==> config.mk <==
export PLATFORM = sky130hd
export DESIGN_NAME = wisc_mem_arbiter
export DESIGN_NICKNAME = d
export VERILOG_FILES = /design/src/rtl/wisc_mem_pkg.sv /design/src/rtl/wisc_sat_counter.sv /design/src/rtl/wisc_mem_arbiter.sv
export SDC_FILE = /design/constraint.sdc
export NUM_CORES = 1
export LEC_CHECK = 0
export BUFFER_PORTS_ARGS = -buffer_cell sky130_fd_sc_hd__buf_2
export CAP_MARGIN = 20
export CORE_ASPECT_RATIO = 0.6
export CORE_UTILIZATION = 35
export CTS_CLUSTER_DIAMETER = 120
export CTS_CLUSTER_SIZE = 40
export DETAILED_ROUTE_END_ITERATION = 12
export GPL_TIMING_DRIVEN = 1
export REMOVE_ABC_BUFFERS = 1
export SETUP_SLACK_MARGIN = 0.05
export SLEW_MARGIN = 5
export SYNTH_ARGS = -nofsm -noshare
export SYNTH_HDL_FRONTEND = slang
export SYNTH_SLANG_ARGS = --single-unit
==> constraint.sdc <==
create_clock -name clk -period 4.64 [get_ports clk]
set_clock_uncertainty 0.1 [all_clocks]
set_input_delay 1.16 -clock clk [delete_from_list [all_inputs] [get_ports clk]]
set_output_delay 1.16 -clock clk [all_outputs]
set_load 0.02 [all_outputs]
==> src/rtl/wisc_mem_pkg.sv <==
// Shared definitions for the WISC unified-memory arbiter: FSM state encoding
// and the instruction returned to fetch when an access is aborted.
package wisc_mem_pkg;

  localparam logic [1:0] ST_IDLE     = 2'b00;
  localparam logic [1:0] ST_BUSY_IF  = 2'b01;
  localparam logic [1:0] ST_BUSY_MEM = 2'b10;

  // NOP handed to fetch when its access times out, so the pipeline keeps moving
  localparam logic [15:0] NOP_INSTR = 16'h0800;

endpackage

==> src/rtl/wisc_sat_counter.sv <==
// Saturating up-counter with synchronous clear. Clear has priority over
// increment; the count sticks at MAX until cleared.
module wisc_sat_counter #(
  parameter int WIDTH = 3,
  parameter int MAX   = 4
) (
  input  logic             clk,
  input  logic             rst,
  input  logic             clr,
  input  logic             inc,
  output logic [WIDTH-1:0] count
);

  localparam logic [WIDTH-1:0] MAX_VAL = WIDTH'(MAX);
  localparam logic [WIDTH-1:0] ONE_VAL = WIDTH'(1);

  logic [WIDTH-1:0] count_r;

  // Count up on inc, hold at MAX, return to zero on clr
  always_ff @(posedge clk or negedge rst) begin
    if (!rst) begin
      count_r <= '0;
    end else if (clr) begin
      count_r <= '0;
    end else if (inc && (count_r != MAX_VAL)) begin
      count_r <= count_r + ONE_VAL;
    end else begin
      count_r <= count_r;
    end
  end

  assign count = count_r;

endmodule

==> src/rtl/wisc_mem_arbiter.sv <==
// Arbiter sharing the unified mem_system between fetch and memory stage.
// One access at a time, latched for the whole cache transaction; memory stage
// has priority, bounded by a starvation counter; a watchdog aborts hung
// accesses and raises a sticky error.
module wisc_mem_arbiter
  import wisc_mem_pkg::*;
#(
  parameter int STARVE_LIMIT = 4,
  parameter int TIMEOUT      = 64
) (
  input  logic        clk,
  input  logic        rst,
  input  logic        if_req,
  input  logic [15:0] if_addr,
  output logic        if_done,
  output logic [15:0] if_data,
  output logic        if_stall,
  input  logic        mem_req,
  input  logic        mem_wr,
  input  logic [15:0] mem_addr,
  input  logic [15:0] mem_wdata,
  output logic        mem_done,
  output logic [15:0] mem_rdata,
  output logic        mem_stall,
  input  logic        dump,
  output logic [15:0] c_addr,
  output logic [15:0] c_wdata,
  output logic        c_rd,
  output logic        c_wr,
  output logic        c_dump,
  input  logic [15:0] c_rdata,
  input  logic        c_done,
  input  logic        c_err,
  output logic        err
);

  localparam int SW = $clog2(STARVE_LIMIT + 1);
  localparam int WW = $clog2(TIMEOUT + 1);

  logic [1:0]    state_r;
  logic [1:0]    state_nxt_s;
  logic [15:0]   addr_r;
  logic [15:0]   wdata_r;
  logic          wr_r;
  logic          err_r;
  logic [SW-1:0] starve_cnt_s;
  logic [WW-1:0] wd_cnt_s;

  logic idle_s, busy_if_s, busy_mem_s, busy_s;
  logic starve_hit_s, grant_mem_s, grant_if_s;
  logic timeout_s, finish_s;

  assign idle_s     = (state_r == ST_IDLE);
  assign busy_if_s  = (state_r == ST_BUSY_IF);
  assign busy_mem_s = (state_r == ST_BUSY_MEM);
  assign busy_s     = busy_if_s | busy_mem_s;

  // While dumping, a pending memory request is still drained, even past the
  // starvation limit, since fetch cannot be granted then.
  assign starve_hit_s = (starve_cnt_s == SW'(STARVE_LIMIT));
  assign grant_mem_s  = idle_s & mem_req & (~if_req | ~starve_hit_s | dump);
  assign grant_if_s   = idle_s & if_req & ~grant_mem_s & ~dump;

  assign timeout_s = busy_s & (wd_cnt_s == WW'(TIMEOUT));
  assign finish_s  = busy_s & (c_done | timeout_s);

  wisc_sat_counter #(.WIDTH(SW), .MAX(STARVE_LIMIT)) u_starve (
    .clk   (clk),
    .rst   (rst),
    .clr   (~if_req | grant_if_s),
    .inc   (grant_mem_s & if_req),
    .count (starve_cnt_s)
  );

  wisc_sat_counter #(.WIDTH(WW), .MAX(TIMEOUT)) u_watchdog (
    .clk   (clk),
    .rst   (rst),
    .clr   (~busy_s),
    .inc   (busy_s),
    .count (wd_cnt_s)
  );

  // Grant in IDLE, return to IDLE on cache completion or watchdog abort
  always_comb begin
    state_nxt_s = state_r;
    case (state_r)
      ST_IDLE: begin
        if (grant_mem_s) begin
          state_nxt_s = ST_BUSY_MEM;
        end else if (grant_if_s) begin
          state_nxt_s = ST_BUSY_IF;
        end else begin
          state_nxt_s = ST_IDLE;
        end
      end
      ST_BUSY_IF, ST_BUSY_MEM: begin
        if (finish_s) begin
          state_nxt_s = ST_IDLE;
        end else begin
          state_nxt_s = state_r;
        end
      end
      default: state_nxt_s = ST_IDLE;
    endcase
  end

  // State register
  always_ff @(posedge clk or negedge rst) begin
    if (!rst) begin
      state_r <= ST_IDLE;
    end else begin
      state_r <= state_nxt_s;
    end
  end

  // Capture the granted request so the cache port stays stable until Done
  always_ff @(posedge clk or negedge rst) begin
    if (!rst) begin
      addr_r  <= 16'h0000;
      wdata_r <= 16'h0000;
      wr_r    <= 1'b0;
    end else if (grant_mem_s) begin
      addr_r  <= mem_addr;
      wdata_r <= mem_wdata;
      wr_r    <= mem_wr;
    end else if (grant_if_s) begin
      addr_r  <= if_addr;
      wdata_r <= 16'h0000;
      wr_r    <= 1'b0;
    end else begin
      addr_r  <= addr_r;
      wdata_r <= wdata_r;
      wr_r    <= wr_r;
    end
  end

  // Sticky error from the cache or a watchdog abort; only reset clears it
  always_ff @(posedge clk or negedge rst) begin
    if (!rst) begin
      err_r <= 1'b0;
    end else if (c_err || timeout_s) begin
      err_r <= 1'b1;
    end else begin
      err_r <= err_r;
    end
  end

  // Completion data: cache data normally, NOP / zero on abort, 0 when idle
  always_comb begin
    if_data   = 16'h0000;
    mem_rdata = 16'h0000;
    if (if_done) begin
      if_data = timeout_s ? NOP_INSTR : c_rdata;
    end else begin
      if_data = 16'h0000;
    end
    if (mem_done) begin
      mem_rdata = timeout_s ? 16'h0000 : c_rdata;
    end else begin
      mem_rdata = 16'h0000;
    end
  end

  assign c_addr   = addr_r;
  assign c_wdata  = wdata_r;
  assign c_rd     = (busy_if_s | (busy_mem_s & ~wr_r)) & ~timeout_s;
  assign c_wr     = busy_mem_s & wr_r & ~timeout_s;
  assign if_done  = busy_if_s & (c_done | timeout_s);
  assign mem_done = busy_mem_s & (c_done | timeout_s);

  // Request-derived outputs are held low while reset is asserted
  assign if_stall  = if_req & ~if_done & rst;
  assign mem_stall = mem_req & ~mem_done & rst;
  assign c_dump    = dump & idle_s & ~if_req & ~mem_req & rst;
  assign err       = err_r;

endmodule

Word level (Yosys, flattened, before mapping)
Cells that the tools add are included.
Cells by class
  add/subtract/negate cells: 2
  equality and inequality tests: 8
  mux-type cells: 18
  bitwise gates (word level): 37
  reduce and logical (&&, ||, !) cells: 7
Operators with widths (count)
  two-way mux 16 bit: 8
  AND 1 bit: 22
  two-way mux 7 bit: 2
  NOT 1 bit: 9
  adder 7 x 1 -> 7 bit (second input constant): 1
  == test 7 bit (second input constant): 1
  inequality test 7 bit (second input constant): 1
  two-way mux 3 bit: 2
  OR 1 bit: 6
  two-way mux 2 bit: 2
  one-hot mux 2 bit (2 select lines): 1
  nonzero test 2 bit: 2
  adder 3 x 1 -> 3 bit (second input constant): 1
  == test 3 bit (second input constant): 1
  two-way mux 1 bit: 3
  inequality test 3 bit (second input constant): 1
  == test 2 x 1 -> 1 bit (second input constant): 1
  == test 2 bit (second input constant): 1
  logical AND 1 bit: 2
  logical NOT 2 bit: 1
  inequality test 2 x 1 -> 1 bit (second input constant): 1
  inequality test 2 bit (second input constant): 1
  OR reduction 2 bit: 1
  logical OR 1 bit: 1
Storage, ports and cells
  bits in registers: 46
  input port bits: 72
  output and inout port bits: 72

Longest topological paths before layout
Gate-level depths: netlist of the first run.
  depth in word-level cells: 11
  mapped depth: 7

Cells and area by module
From an unflattened synthesis of the first run, not the netlist that was laid out.
Unflattened totals
  cell total of the unflattened synthesis: 229
  area, all modules: 2625.0 um^2
Modules (own cells, without submodules)
  wisc_mem_arbiter: times used 1, cells each 167, area an instance 1993.2 um^2, seq. area each 900.9 um^2
  wisc_sat_counter (u_watchdog): times used 1, cells each 45, area an instance 432.9 um^2, seq. area each 175.2 um^2
  wisc_sat_counter (u_starve): times used 1, cells each 17, area an instance 198.9 um^2, seq. area each 75.1 um^2

Worst setup path after synthesis of the first run
Ideal clock, no wire load.
  kind: input to output
  start: input c_done
  end: output mem_rdata[10]
  arrival: 1.775 ns
  required time: 3.380 ns
  path slack: 1.605 ns
  cell stages on the path: 4
  path buffers: 1
  cells stage by stage: nand2_1 > a21oi_2 > buf_2 > and2_1
On the way
  longest elaborated chain between the ends: 3
Ends and longest elaborated chain
  start: declaration: RTL line wisc_mem_arbiter.sv:32  | input logic c_done,
  OR 1 bit: RTL line wisc_mem_arbiter.sv:169  | assign mem_done = busy_mem_s & (c_done | timeout_s);
  AND 1 bit: RTL line wisc_mem_arbiter.sv:169
  two-way mux 16 bit: RTL line wisc_mem_arbiter.sv:157  | if (mem_done) begin
  end: declaration: RTL line wisc_mem_arbiter.sv:23  | output logic [15:0] mem_rdata,
No other way between the ends.

Worst setup path after layout of the first run
  start: register u_watchdog.count_r[0] (netlist: u_watchdog.count[0])
  end: output mem_rdata[2]
On the way
  longest elaborated chain between the ends: 5
  elaborated cells on any way between the ends: 6
  those cells by class: eq/ne (1); mux (2); bitwise (3)
Ends and longest elaborated chain
  start: declaration: RTL line wisc_sat_counter.sv:17  | logic [WIDTH-1:0] count_r;
  start signal: assignment: RTL line wisc_sat_counter.sv:26  | count_r <= count_r + ONE_VAL;
  start signal: assignment: RTL line wisc_sat_counter.sv:28  | count_r <= count_r;
  == test 7 bit (*): RTL line wisc_mem_arbiter.sv:64  | assign timeout_s = busy_s & (wd_cnt_s == WW'(TIMEOUT));
  AND 1 bit (*): RTL line wisc_mem_arbiter.sv:64
  OR 1 bit: RTL line wisc_mem_arbiter.sv:169
  AND 1 bit: RTL line wisc_mem_arbiter.sv:169
  two-way mux 16 bit (*): RTL line wisc_mem_arbiter.sv:157
Mark *: on every way between the ends. The rest lies on a longest branch, timed or not.

==> flow_summary_export.csv, run 1 <==
group,metric,value,unit
run_status,status,"finished, final reports clean",
global_route,grt_use_met2,29.3,%
worst_setup_path,reg2reg_from,"u_starve.count[0]",
clocking,cts_tree,"yes",
timing,finalMaxSlewViolations,0,
clocking,clk_latency,0.28,ns
power,p_comb_share,45.7,%
route,final_antenna_net_count,0,
logic_synthesis,ys_seq_area_share,41.4,%
worst_setup_path,end_kind,"primary output",
die,pin_count,144,
worst_setup_path,path_class,"flop to primary output",
route,wl_per_cell,15.1,µm
global_route,grt_busiest_layer,"met2",
die,start_util,37.2,%
logic_synthesis,async_flop_share,100,%
power,p_sw,808,µW
worst_setup_path,crit_fanout,16,
worst_setup_path,worst-endpoint-required,3.38,ns
global_route,grt_pass1_wl,12400,µm
power,peakVddDrop,0.229,mV
worst_setup_path,worst-path-buf-inv,2,
route,postRouteWirelength,7890,µm
global_route,grt_pass1_vias,2533,
layout,fin_util,50.0,%
worst_setup_path,crit_start,"u_watchdog.count[0]",
logic_synthesis,ys_types,47,
clocking,cts-htree-levels,2,
power,internal-power,1230,µW
min_path,min_path_type,"flop to flop",
placed_design,port_buffers,143,
global_route,met1_usage,27.9,%
logic_synthesis,syn_inst,284,
logic_synthesis,synth-edff-count,0,
power,power_frac_clock,23.1,%
global_route,gr-total-overflow,0,
placed_design,dp_hpwl,5660,µm
clocking,clock-sinks,46,
worst_setup_path,crit_chain,"inv_1 -> ha_1 -> nor4bb_4 -> a21oi_2 -> and2_1 -> buf_2",
clocking,cts_root_buf,"clkbuf_16",
global_route,grt_max_degree,32,
timing,worst_pin_slew,0.814,ns
route,vias,2669,
clocking,holdBufCountCts,0,
logic_synthesis,synth_seq_cells,46,
clocking,cts_setup_buffers,0,
worst_setup_path,cpLargestDelayFamily,"simple AND/OR/NAND/NOR gates",
route,drc_errors,0,
worst_setup_path,worstSetupStartpointType,"flop",
power,seqPwrFrac,31.2,%
route,drt-initial-drc-count,139,
layout,nets,496,
placed_design,place_ws,1.25,ns
power,power.total,2040,µW
power,p_leak,0.00198,µW
timing,min_period,3.57,ns
route,dr.pass1.iters,4,
logic_synthesis,ys.flop_type,"dfrtp_1",
die,fp.dieArea,8320,µm²
job,maxCapViolCount,0,
global_route,antenna_found_initial,0,
global_route,grt_use_total,19.4,%
timing,max_freq,280,MHz
timing,slew_headroom,45.7,%
die,num_rows,24,
logic_synthesis,synth.avg_cell_area,9.79,µm²
die,design.core.area,7480,µm²
power,p_sw_share,39.7,%
power,power.density,545,nW/µm²
layout,antenna_cells,0,
die,die_h,71.0,µm
global_route,use_met3,4.46,%
timing,fin_crit_sh,76.9,%
clocking,numCtsBuffers,5,
worst_setup_path,crit_arrival,2.31,ns
clocking,cts_buffer_depth,2,
clocking,path_clk_slew,0.06,ns
layout,area_delta_synth_final,34.5,%
layout,drive_gt1_share,43.1,%
timing,rsz0062_at_grt,"no",
min_path,worstHoldStart,"err",
worst_setup_path,critPathSlowestCell,"nor4bb_4",
die,die_x,117,µm
timing,fin_ws,1.07,ns
route,vias_per_cell,5.11,
timing,fin_tns_setup,0,ns
logic_synthesis,syn_area,2780,µm²
worst_setup_path,critPathMaxStageDelay,0.62,ns
placed_design,gp_congestion,0.808,
clocking,cts_resized,0,
timing,setup_violations,0,
timing,finalHoldViolCount,0,
logic_synthesis,yosys_warnings,0,
layout make-up:
class / count / area (µm²)
multi-input combinational: 190 / 1420
fill: 714 / 3740
inverter: 28 / 105
tap: 104 / 130
timing repair buffer: 146 / 738
clock inverter: 2 / 60.1
sequential: 46 / 1150
clock buffer: 6 / 139
through the flow:
| stage | hold slack, ns | instance area [µm²] | instances |
|---|---|---|---|
| after global placement | 0.361 | 3540 | 514 |
| after floorplan | 0.388 | 2670 | 264 |
| after CTS | 0.384 | 3740 | 522 |
| final | 0.380 | 3740 | 522 |
| after detailed placement | 0.366 | 3540 | 514 |
| after global routing | 0.413 | 3740 | 522 |
cells by family (layout without fill, tap and decap cells):
family	after synthesis	after routing	share of synthesized area, %
AOI/OAI and AO/OA	92	92	24.6
xor gates and xnor gates	2	2	0.630
adders and majority gates	7	7	3.15
muxes	2	2	0.900
buffers and inverters	48	182	7.65
DFF	46	46	41.4
and+or+nand+nor	87	87	21.6
power by group through the flow:
stage / Combinational, µW / Sequential, µW / Clock (µW)
floorplan: 444 / 800 / 0
global placement: 925 / 640 / 0
detailed placement: 935 / 639 / 0
CTS: 938 / 635 / 484
global route: 1030 / 656 / 499
finish: 931 / 635 / 471
cell usage after synthesis, drive strengths merged (7+ instances only):
master / number / share of area, %
a22o: 17 / 5.4
nand2: 10 / 1.4
o21ai: 21 / 3.9
a221oi: 16 / 5.0
a21oi: 12 / 2.7
inv: 28 / 3.8
dfrtp: 46 / 41
and2: 35 / 8.8
buf: 12 / 2.8
clkbuf: 8 / 1.1
and3: 18 / 4.1
a22oi: 16 / 4.3
ha: 7 / 3.2
layer usage:
| metal | vias to the layer above | wire [µm] |
|---|---|---|
| met5 | - | 0 |
| met4 | 0 | 41 |
| met3 | 5 | 526 |
| met2 | 93 | 3320 |
| met1 | 1282 | 4000 |
| li1 | 1289 | - |
sequential cells by signal (all words and copies together) (netlist names):
signal,count
wr_r,1
state_r,2
c_wdata,16
u_starve.count,3
c_addr,16
err,1
u_watchdog.count,7
worst paths after layout:
kind | endpoint | slack (ns) | cells past startpoint
worst min-delay path | err | 0.38 | 1
worst max-delay path | mem_rdata[2] | 1.07 | 6
min in group asynchronous | c_addr[10] | 0.72 | 1
max in group asynchronous | c_wdata[10] | 2.96 | 2
worst max register to register | state_r[1] | 2.49 | 5
worst min register to register | err | 0.38 | 1
placed cells by master (no fill, tap or decap), types with 5 or more instances in the layout:
cell type / synthesis / final
a21oi_1: 10 / 10
a221oi_1: 16 / 16
a22o_1: 17 / 17
a22oi_1: 16 / 16
and2_1: 25 / 25
and2_4: 10 / 10
and3_1: 17 / 17
buf_2: 8 / 143
clkbuf_16: 0 / 5
dfrtp_1: 46 / 46
ha_1: 7 / 7
inv_1: 26 / 26
nand2_1: 9 / 9
o21ai_0: 20 / 20
or3_1: 5 / 5
Power figures use the tool's default switching activity.
==> run 2, diff against run 1 <==
--- a/config.mk
+++ b/config.mk
@@ -5,6 +5,7 @@
 export SDC_FILE = /design/constraint.sdc
 export NUM_CORES = 1
 export LEC_CHECK = 0
+export ABC_AREA = 1
 export BUFFER_PORTS_ARGS = -buffer_cell sky130_fd_sc_hd__buf_2
 export CAP_MARGIN = 20
 export CORE_ASPECT_RATIO = 0.6
@@ -13,6 +14,7 @@
 export CTS_CLUSTER_SIZE = 40
 export DETAILED_ROUTE_END_ITERATION = 12
 export GPL_TIMING_DRIVEN = 1
+export PLACE_DENSITY = 0.67
 export REMOVE_ABC_BUFFERS = 1
 export SETUP_SLACK_MARGIN = 0.05
 export SLEW_MARGIN = 5
==> constraint.sdc (replaced) <==
create_clock -name clk -period 3.1 [get_ports clk]
set_clock_uncertainty 0.1 [all_clocks]
set_input_delay 0.775 -clock clk [delete_from_list [all_inputs] [get_ports clk]]
set_output_delay 0.775 -clock clk [all_outputs]
set_load 0.02 [all_outputs]
==> run 2 against run 1 <==
  * Sequential cell count stayed put
  * Register-to-register slack worse by 1.3 ns
  * First-iteration DRC count is 12% lower
  * Largest cell class unchanged
  * Setup slack worse by 0.83 ns
  * Critical path type unchanged
  * Critical endpoint is now if_stall
  * Combinational power is 61% higher
  * Cell count is 20% higher
  * Wire length is 6.5% lower
  * Final area is 1.3% lower
==> flow_summary_export.csv, run 2 <==
group,metric,value,unit
run_status,status,"finished, final reports clean",
power,power.density,831,nW/µm²
logic_synthesis,synth.avg_cell_area,7.17,µm²
timing,whs,0.365,ns
clocking,numCtsBuffers,5,
worst_setup_path,rrSetupSlack,1.18,ns
die,pin_count,144,
timing,slew_headroom,57.4,%
layout,nets,603,
global_route,grt_use_total,17.8,%
route,wl_per_cell,11.7,µm
timing,finalHoldViolCount,0,
logic_synthesis,ys_seq_area_share,41.3,%
route,vias,2863,
layout,layout_commonest_cell,"buf_2",
timing,finalMaxSlewViolations,0,
timing,fin_crit_sh,92.2,%
worst_setup_path,worst-endpoint-required,2.22,ns
clocking,cts_setup_buffers,0,
logic_synthesis,synth_area_leaders,"dfrtp_1, nand2_1, inv_1, nand4_1, nand3_1",
clocking,cts-htree-levels,2,
layout,antenna_cells,0,
clocking,clk_latency,0.28,ns
power,peakVddDrop,0.376,mV
power,p_leak,0.00240,µW
timing,fin_ws,0.240,ns
logic_synthesis,yosys_warnings,0,
worst_setup_path,path_class,"flop to primary output",
logic_synthesis,ys.flop_type,"dfrtp_1",
logic_synthesis,synth_commonest_cells,"nand2_1, inv_1, dfrtp_1, nand3_1, nand4_1",
clocking,cts_buffer_depth,2,
placed_design,dp_hpwl,5530,µm
logic_synthesis,ys_types,27,
logic_synthesis,syn_area,2790,µm²
clocking,cts_root_buf,"clkbuf_16",
die,die_h,71.1,µm
route,postRouteWirelength,7380,µm
worst_setup_path,crit_fanout,30,
global_route,grt_max_degree,33,
logic_synthesis,async_flop_share,100,%
placed_design,gp_congestion,0.759,
timing,rsz0062_at_grt,"no",
min_path,min_path_cells,1,
clocking,path_clk_slew,0.06,ns
worst_setup_path,reg2regPathDepth,8,
logic_synthesis,yosysTopAreaCellShare,41.3,%
clocking,holdBufCountCts,0,
placed_design,place_ws,0.431,ns
logic_synthesis,synth_seq_cells,46,
route,drt-initial-drc-count,123,
min_path,worstHoldStart,"u_watchdog.count[6]",
logic_synthesis,syn_inst,389,
die,design.core.area,7480,µm²
layout,fin_area,3690,µm²
global_route,antenna_found_initial,0,
route,final_antenna_net_count,0,
placed_design,port_buffers,143,
layout,final_cell_mix,"buf_2, nand2_1, inv_1",
clocking,cts_resized,0,
min_path,whs_endpoint,"u_watchdog.count[6]",
die,fp.dieArea,8340,µm²
placed_design,place_area,3530,µm²
logic_synthesis,synth-edff-count,0,
layout,fill_cells,739,
clocking,clock-sinks,46,
timing,setup_violations,0,
global_route,grt_pass1_vias,2612,
route,vias_per_cell,4.55,
timing,worst_pin_slew,0.639,ns
route,dr.pass1.iters,4,
layout,fin_util,49.4,%
logic_synthesis,yosysMostFrequentCell,"nand2_1",
worst_setup_path,end_kind,"primary output",
layout,drive_gt1_share,31.8,%
worst_setup_path,worstSetupStartpointType,"flop",
global_route,grt_pass1_wl,11900,µm
logic_synthesis,synth_area_leader_cell,"dfrtp_1",
global_route,gr-total-overflow,0,
clocking,cts_tree,"yes",
worst_setup_path,crit_arrival,1.98,ns
worst_setup_path,r2r_end,"wr_r",
timing,fin_tns_setup,0,ns
route,drc_errors,0,
die,start_util,37.3,%
die,die_x,117,µm
timing,min_period,2.86,ns
die,num_rows,24,
job,maxCapViolCount,0,
layout,area_delta_synth_final,32.4,%
worst_setup_path,reg2reg_from,"state_r[0]",
min_path,min_path_type,"flop to flop",
timing,max_freq,350,MHz
-- run 2: cell types whose count changed after synthesis, sizes merged, moves of 6 or more --
cell | previous run | this run
nand2 | 10 | 118
a22oi | 16 | 0
inv | 28 | 84
nand3 | 4 | 41
and2 | 35 | 0
o21ai | 21 | 8
nor2 | 6 | 12
a22o | 17 | 0
a221oi | 16 | 0
nand4 | 0 | 32
and3 | 18 | 0
-- run 2: kinds of logic after synthesis --
kind of cell,synth area share (%)
simple gates,34.8
buf+inv,17.0
flops,41.3
compound gates,3.86
fa+ha+maj,3.14
-- run 2: through the flow --
step / total power [µW] / std cells
after floorplan: 1940 / 369
after global placement: 2460 / 621
after detailed placement: 2490 / 621
after CTS: 3100 / 629
after global routing: 3310 / 629
final: 3070 / 629
-- run 2: layout make-up --
class | instances | area [µm²] | area share, %
sequential | 46 | 1150 | 31.2
tap | 104 | 130 | 3.52
clock buffer | 6 | 129 | 3.49
clock inverter | 2 | 37.5 | 1.02
timing repair buffer | 148 | 753 | 20.4
multi-input combinational | 237 | 1160 | 31.5
inverter | 86 | 327 | 8.84
-- run 2: routing by layer --
layer / routed length [µm] / part of all wire, % / vias up / GRT usage, %
met2: 3220 / 44 / 88 / 27.7
met3: 521 / 7.1 / 2 / 5.14
met1: 3620 / 49 / 1293 / 25.4
met5: 0 / 0 / - / 0
li1: - / - / 1480 / -
met4: 17 / 0.23 / 0 / 1.69
-- run 2: critical path: stages (launching register included) --
cell	delay [ns]
dfrtp_1	0.38
inv_1	0.08
ha_1	0.33
nand3_2	0.18
buf_4	0.32
nand2_1	0.12
a21oi_1	0.13
buf_2	0.18
-- run 2: how the worst max path moves through the flow --
| stage | slack (ns) | startpoint | endpoint |
|---|---|---|---|
| after global placement | 0.47 | c_done | if_stall |
| after global routing | 0.06 | state_r[0] | mem_stall |
| after detailed placement | 0.43 | c_done | if_stall |
| final | 0.24 | state_r[0] | if_stall |
| after CTS | 0.25 | state_r[0] | if_stall |
| after floorplan | 0.41 | state_r[0] | c_wr |
-- run 2: report_power, final --
group / switching [µW] / total, µW / leakage, µW / internal [µW]
Sequential: 136 / 978 / 0.000580 / 842
Combinational: 1010 / 1500 / 0.00174 / 484
Clock: 211 / 591 / 0.0000771 / 380
Total: 1360 / 3070 / 0.00240 / 1710
